<file path="src/rtl/logic_ops_pkg.sv">
// Shared definitions for the logic reduce unit: op encoding, base-op mapping
// and the control FSM state type.
package logic_ops_pkg;

   localparam logic [2:0] OP_AND  = 3'd0;
   localparam logic [2:0] OP_OR   = 3'd1;
   localparam logic [2:0] OP_XOR  = 3'd2;
   localparam logic [2:0] OP_NAND = 3'd3;
   localparam logic [2:0] OP_NOR  = 3'd4;
   localparam logic [2:0] OP_XNOR = 3'd5;

   typedef enum logic [1:0] {B_AND, B_OR, B_XOR} base_t;

   typedef enum logic [1:0] {S_IDLE, S_ACCUM, S_HOLD} state_t;

   function automatic logic is_inverting(input logic [2:0] op);
      return (op == OP_NAND) || (op == OP_NOR) || (op == OP_XNOR);
   endfunction

   function automatic logic is_illegal(input logic [2:0] op);
      return op[2] & op[1];
   endfunction

   // Illegal encodings 6/7 fall back to OR.
   function automatic base_t base_op(input logic [2:0] op);
      case (op)
         OP_AND, OP_NAND: return B_AND;
         OP_XOR, OP_XNOR: return B_XOR;
         default:         return B_OR;
      endcase
   endfunction

endpackage

</file>
<file path="src/rtl/logic_vec_reduce.sv">
// Combinational fold of N_IN WIDTH-bit operands under a base bitwise op.
module logic_vec_reduce
   import logic_ops_pkg::*;
#(
   parameter int WIDTH = 8,
   parameter int N_IN  = 2
) (
   input  logic [N_IN*WIDTH-1:0] ops_i,
   input  base_t                 bop_i,
   output logic [WIDTH-1:0]      red_o
);

   logic [WIDTH-1:0] r;

   always_comb begin
      r = ops_i[WIDTH-1:0];
      for (int k = 1; k < N_IN; k++) begin
         case (bop_i)
            B_AND:   r = r & ops_i[k*WIDTH +: WIDTH];
            B_XOR:   r = r ^ ops_i[k*WIDTH +: WIDTH];
            default: r = r | ops_i[k*WIDTH +: WIDTH];
         endcase
      end
   end

   assign red_o = r;

endmodule

</file>
<file path="src/rtl/logic_reduce_unit.sv">
// Registered N-input bitwise reducer with single-beat and multi-beat
// accumulate modes behind valid/ready handshakes.
module logic_reduce_unit
   import logic_ops_pkg::*;
#(
   parameter int WIDTH = 8,
   parameter int N_IN  = 2,
   parameter int CNT_W = 8
) (
   input  logic                  clk,
   input  logic                  rst,
   input  logic                  in_valid,
   output logic                  in_ready,
   input  logic [N_IN*WIDTH-1:0] in_data,
   input  logic [2:0]            in_op,
   input  logic                  in_acc,
   input  logic                  in_last,
   output logic                  out_valid,
   input  logic                  out_ready,
   output logic [WIDTH-1:0]      out_data,
   output logic                  out_any,
   output logic                  out_all,
   output logic [CNT_W-1:0]      out_beats,
   output logic                  out_err
);

   localparam logic [CNT_W-1:0] ONE = CNT_W'(1);

   state_t           state_q, state_d;
   logic [2:0]       op_q, op_d;
   logic [WIDTH-1:0] acc_q, acc_d, data_q, data_d;
   logic [CNT_W-1:0] cnt_q, cnt_d, beats_q, beats_d;
   logic             err_q, err_d, oerr_q, oerr_d;

   logic [2:0]       op_eff;
   logic [WIDTH-1:0] beat_red, acc_comb;
   logic [CNT_W-1:0] cnt_inc;
   logic             accept;

   // Mid-packet the latched op governs; otherwise the incoming op does.
   assign op_eff  = (state_q == S_ACCUM) ? op_q : in_op;
   assign cnt_inc = (&cnt_q) ? cnt_q : cnt_q + ONE;

   assign out_valid = (state_q == S_HOLD);
   assign in_ready  = (state_q != S_HOLD) | out_ready;
   assign accept    = in_valid & in_ready;

   logic_vec_reduce #(.WIDTH(WIDTH), .N_IN(N_IN)) u_beat (
      .ops_i (in_data),
      .bop_i (base_op(op_eff)),
      .red_o (beat_red)
   );

   logic_vec_reduce #(.WIDTH(WIDTH), .N_IN(2)) u_acc (
      .ops_i ({beat_red, acc_q}),
      .bop_i (base_op(op_q)),
      .red_o (acc_comb)
   );

   always_comb begin
      state_d = state_q;
      op_d    = op_q;
      acc_d   = acc_q;
      cnt_d   = cnt_q;
      err_d   = err_q;
      data_d  = data_q;
      beats_d = beats_q;
      oerr_d  = oerr_q;
      if (out_valid && out_ready) state_d = S_IDLE;
      if (accept) begin
         if (state_q == S_ACCUM) begin
            acc_d = acc_comb;
            cnt_d = cnt_inc;
            if (in_last) begin
               data_d  = is_inverting(op_q) ? ~acc_comb : acc_comb;
               beats_d = cnt_inc;
               oerr_d  = err_q;
               state_d = S_HOLD;
            end
         end else begin
            // IDLE, or HOLD with the held result consumed this same cycle.
            op_d  = in_op;
            acc_d = beat_red;
            cnt_d = ONE;
            err_d = is_illegal(in_op);
            if (!in_acc || in_last) begin
               data_d  = is_inverting(in_op) ? ~beat_red : beat_red;
               beats_d = ONE;
               oerr_d  = is_illegal(in_op);
               state_d = S_HOLD;
            end else begin
               state_d = S_ACCUM;
            end
         end
      end
   end

   always_ff @(posedge clk or posedge rst) begin
      if (rst) begin
         state_q <= S_IDLE;
         op_q    <= OP_AND;
         acc_q   <= '0;
         cnt_q   <= '0;
         err_q   <= 1'b0;
         data_q  <= '0;
         beats_q <= '0;
         oerr_q  <= 1'b0;
      end else begin
         state_q <= state_d;
         op_q    <= op_d;
         acc_q   <= acc_d;
         cnt_q   <= cnt_d;
         err_q   <= err_d;
         data_q  <= data_d;
         beats_q <= beats_d;
         oerr_q  <= oerr_d;
      end
   end

   assign out_data  = data_q;
   assign out_beats = beats_q;
   assign out_err   = oerr_q;
   assign out_any   = |data_q;
   assign out_all   = &data_q;

endmodule

</file>
<file path="config.mk">
export PLATFORM = sky130hd
export DESIGN_NAME = logic_reduce_unit
export DESIGN_NICKNAME = d
export VERILOG_FILES = /design/src/rtl/logic_ops_pkg.sv /design/src/rtl/logic_vec_reduce.sv /design/src/rtl/logic_reduce_unit.sv
export SDC_FILE = /design/constraint.sdc
export NUM_CORES = 1
export LEC_CHECK = 0
export ABC_CLOCK_PERIOD_IN_PS = 3710
export CORE_ASPECT_RATIO = 1.75
export CORE_MARGIN = 2
export CORE_UTILIZATION = 35
export DETAILED_ROUTE_END_ITERATION = 7
export HOLD_SLACK_MARGIN = 0.06
export SLEW_MARGIN = 20
export SYNTH_ARGS = -nofsm -noshare
export SYNTH_HDL_FRONTEND = slang
export SYNTH_SLANG_ARGS = --single-unit
</file>
<file path="constraint.sdc">
create_clock -name clk -period 3.71 [get_ports clk]
set_input_delay 0.742 -clock clk [delete_from_list [all_inputs] [get_ports clk]]
set_output_delay 0.742 -clock clk [all_outputs]
set_load 0.02 [all_outputs]
</file>
==> summary.md <==
| Metric | Value |
|---|---|
| Status | `complete, no violations` |
| Clk pin slew, worst setup/hold paths | `0.06 ns` |
| Residual DRC count | `0` |
| P_leak | `0.00202 µW` |
| Core box area | `around 9500 µm²` |
| Final ANT Viol Nets | `0` |
| WL final | `between 9000 and 10000 µm` |
| H-tree levels | `2` |
| Cell family with most CP delay | `compound AO/OA/AOI/OAI gates` |
| Fraction of layout cells with a size suffix above 1 | `14.4%` |
| Power per cell area | `~600 nW/µm²` |
| Top post-synthesis cells by count | `nand2_1 (56), inv_1 (46), dfrtp_1 (39)` |
| Cell row count | `between 40 and 50` |
| Switching share of power | `between 30% and 40%` |
| Most used DFF post-synth | `dfrtp_1` |
| Sequential fraction of the synthesis area | `28.6%` |
| CP most frequent cell | `buf_4` |
| PortBufs | `45` |
| Levels on crit path | `13` |
| Die height | `135 µm` |
| Most common cell in the netlist | `nand2_1` |
| Max incr delay on CP | `between 0.4 and 0.5 ns` |
| Min-delay worst type | `reg -> reg` |
| Total CTS buffers | `5` |
| CTS sink count | `39` |
| RePlAce Congestion | `around 0.82` |
| Syn-to-layout area delta | `28.9%` |
| Syn_area_per_cell | `roughly 8.4 µm²` |
| Fin. max-slew vios | `0` |
| Synthesized netlist cell count | `~410` |
| Final core utilization | `between 40% and 50%` |
| Internal power | `~1600 µW` |
| # setup viols final | `0` |
| IO Pins | `46` |
| Maximum Capacitance Violations | `0` |
| Part of the cycle the worst path needs | `a little over nine tenths` |
| Maximum VDD drop | `roughly 0.33 mV` |
| Setup Skew | `slightly above 0.005 ns` |
| Top cells by area, synth | `dfrtp_1 (29%), ha_1 (12%), nand2_1 (6.2%), inv_1 (5.1%), o21ai_0 (3.8%)` |
| Sequential Power Share | `25.6%` |
| TritonCTS clock tree | `built` |
| Synth top area share | `between 20 and 30%` |
| Crit path cell chain | `clkdlybuf4s50_1 > buf_4 > nor2b_1 > buf_4 > or2_2 > o31a_1 > o221ai_2 > ha_1 > mux2_2 > a21oi_1 > o21ai_0 > xor2_1 > o221ai_1` |
| Count of final hold-check violations | `0` |
| Critical path fanouts, max | `8` |
| Max-slew headroom | `40.3%` |
| Placed inst area | `approximately 4100 µm²` |
| Drt initial violations | `between 100 and 150` |
| Final #Nets | `530` |
| Cell variety after synth | `50` |
| Hold path cells | `2` |
| Min cycle time layout | `3.49 ns` |
| First-pass GRT wire length | `between 15000 and 20000 µm` |
| Clock network power share | `roughly a fifth` |
| Total Die Area | `about 11000 µm²` |
| Sw Pwr | `~1100 µW` |
| Initial DRT Pass Iterations | `4` |
| Tot GR Track Use | `a little under a fifth` |
| Buffers & Inverters on Critical Path | `3` |
| Slowest CP cell | `clkdlybuf4s50_1` |
| Share of power burned in combinational logic | `approximately 54%` |
| Synthesized flop and latch total | `39` |
| Initial core utilization | `a little over a third` |
| CP Capture Type | `register` |
| Initial antenna violation count | `0` |
| Slew @ Worst Pin | `around 0.89 ns` |
| Area of the mapped netlist | `3410 µm²` |
| Worst path arrival time | `around 3.7 ns` |
| Worst hold margin | `between 0.4 and 0.5 ns` |
| Post-synth EDFFs | `0` |
| Fraction of registers with async set/reset | `between 90% and 100%` |
| Root buffer cell | `clkbuf_16` |
| Syn nets | `466` |
| Syn. warnings | `0` |
| Routed vias/inst | `between 5 and 6` |
| Number of global-route vias before repair | `3328` |
| WS Path Type | `in -> reg` |
| Final non-filler cell area | `4390 µm²` |
| Area leader, netlist | `dfrtp_1` |
| Horiz. Die Dim | `approximately 79 µm` |
| CTS max path bufs | `2` |
| # diodes | `0` |
| Critical Path Source Type | `primary input` |
| FMAX | `between 200 and 300 MHz` |
| Post-DP HPWL | `around 7000 µm` |
| GRT overflow | `0` |
| R2R depth | `13` |
| WL per Instance | `about 15 µm` |
| Largest net degree at the start of global routing | `22` |
| Clk_lat worst skew | `between 0.2 and 0.3 ns` |
| Req. time, crit path | `3.89 ns` |
| Via count | `3129` |
==> area by class of cell <==
class / instances / area [µm²]
clock buffers: 6 / 129
inverters: 46 / 173
repair buffers: 79 / 706
flip-flops and latches: 39 / 976
multi-input cells: 301 / 2200
clock inverters: 2 / 60.1
well taps: 122 / 153
fillers: 914 / 5070
==> flip-flops by register name (all words and copies together) (netlist names) <==
name and flops:
op_q 3, err_q 1, out_err 1, acc_q 8
cnt_q 8, out_beats 8, state_q 2, out_data 8
==> path summary, 6_finish.rpt <==
kind / from / to / slack, ns
min reg2reg: out_beats[6]$_DFFE_PP0P_ / out_beats[6]$_DFFE_PP0P_ / 0.48
min: out_beats[6]$_DFFE_PP0P_ / out_beats[6]$_DFFE_PP0P_ / 0.48
max: in_op[1] / out_data[4]$_DFFE_PP0P_ / 0.22
max reg2reg: state_q[0]$_DFF_PP0_ / out_data[1]$_DFFE_PP0P_ / 0.50
min in group asynchronous: rst / out_beats[6]$_DFFE_PP0P_ / 0.90
max in group asynchronous: rst / cnt_q[3]$_DFFE_PP0P_ / 2.03
==> kinds of logic (layout without fill, tap and decap cells) <==
family	count (synthesis)	count (layout)	synth area share [%]
compound gates	105	105	21.8
xor+xnor	20	20	5.36
fa+ha+maj	33	33	12.1
buf+inv	68	133	7.82
flops	39	39	28.6
mux	22	22	7.34
simple gates	121	121	16.9
==> per-layer routing <==
| layer | vias to the layer above | track usage, % | wire [µm] |
|---|---|---|---|
| met5 | - | 0 | 0 |
| met2 | 60 | 34.4 | 4940 |
| met4 | 0 | 6.82 | 130 |
| met1 | 1506 | 21.1 | 3730 |
| li1 | 1555 | - | - |
| met3 | 8 | 1.94 | 276 |
==> cells in the final DEF (no fill, tap or decap), types with 4 or more instances in the layout <==
master and instances:
xnor2_1 12, buf_4 34, a22oi_1 4, nand3_1 5
nor2b_1 11, o221ai_1 6, o31ai_1 5, o221ai_2 8
a21oi_1 20, o211ai_1 7, clkbuf_16 5, inv_1 46
a211oi_1 5, nand2_1 56, mux2_2 11, a222oi_1 5
nor2_1 17, nor3b_1 4, dfrtp_1 39, o21ai_0 25
xor2_1 7, ha_1 33, clkdlybuf4s50_1 45, mux2i_1 9
nand2b_1 10, a21o_1 6, and2_1 4
==> worst reg2reg max path: cells and delay by family, from the launching register on <==
kind / cells / cell delay (ns)
AO/OA/AOI/OAI: 4 / 0.76
multiplexers: 1 / 0.43
flip-flops: 1 / 0.42
buffers and inverters: 3 / 0.39
adder cells (fa/ha/maj): 1 / 0.19
AND/OR/NAND/NOR: 2 / 0.48
XOR/XNOR: 2 / 0.39
==> stage by stage <==
stage / TNS [ns] / total power, µW / cells / setup WS (ns)
after floorplan: 0 / 1590 / 408 / 0.421
after global placement: -0.751 / 2030 / 583 / -0.155
after detailed placement: -1.57 / 2080 / 583 / -0.257
after CTS: 0 / 2660 / 591 / 0.0407
after global routing: -0.0137 / 2890 / 595 / -0.0137
final: 0 / 2670 / 595 / 0.216
==> power groups by stage <==
stage	combinational [µW]	clock (µW)	sequential, µW
2_1_floorplan	887	0	706
3_3_place_gp	1350	0	682
3_5_place_dp	1390	0	685
4_1_cts	1410	570	681
5_1_grt	1600	587	699
6_report	1430	555	682
==> timing repair <==
| item | CTS | global route |
|---|---|---|
| endpoints found under the hold margin | 0 | 0 |
| gates resized for setup | 0 | 5 |
| setup buffers | 0 | 4 |
| endpoints found under the setup margin | 0 | 11 |
| hold buffers | 0 | 0 |
Note: power is estimated with default switching activity, not from simulation.
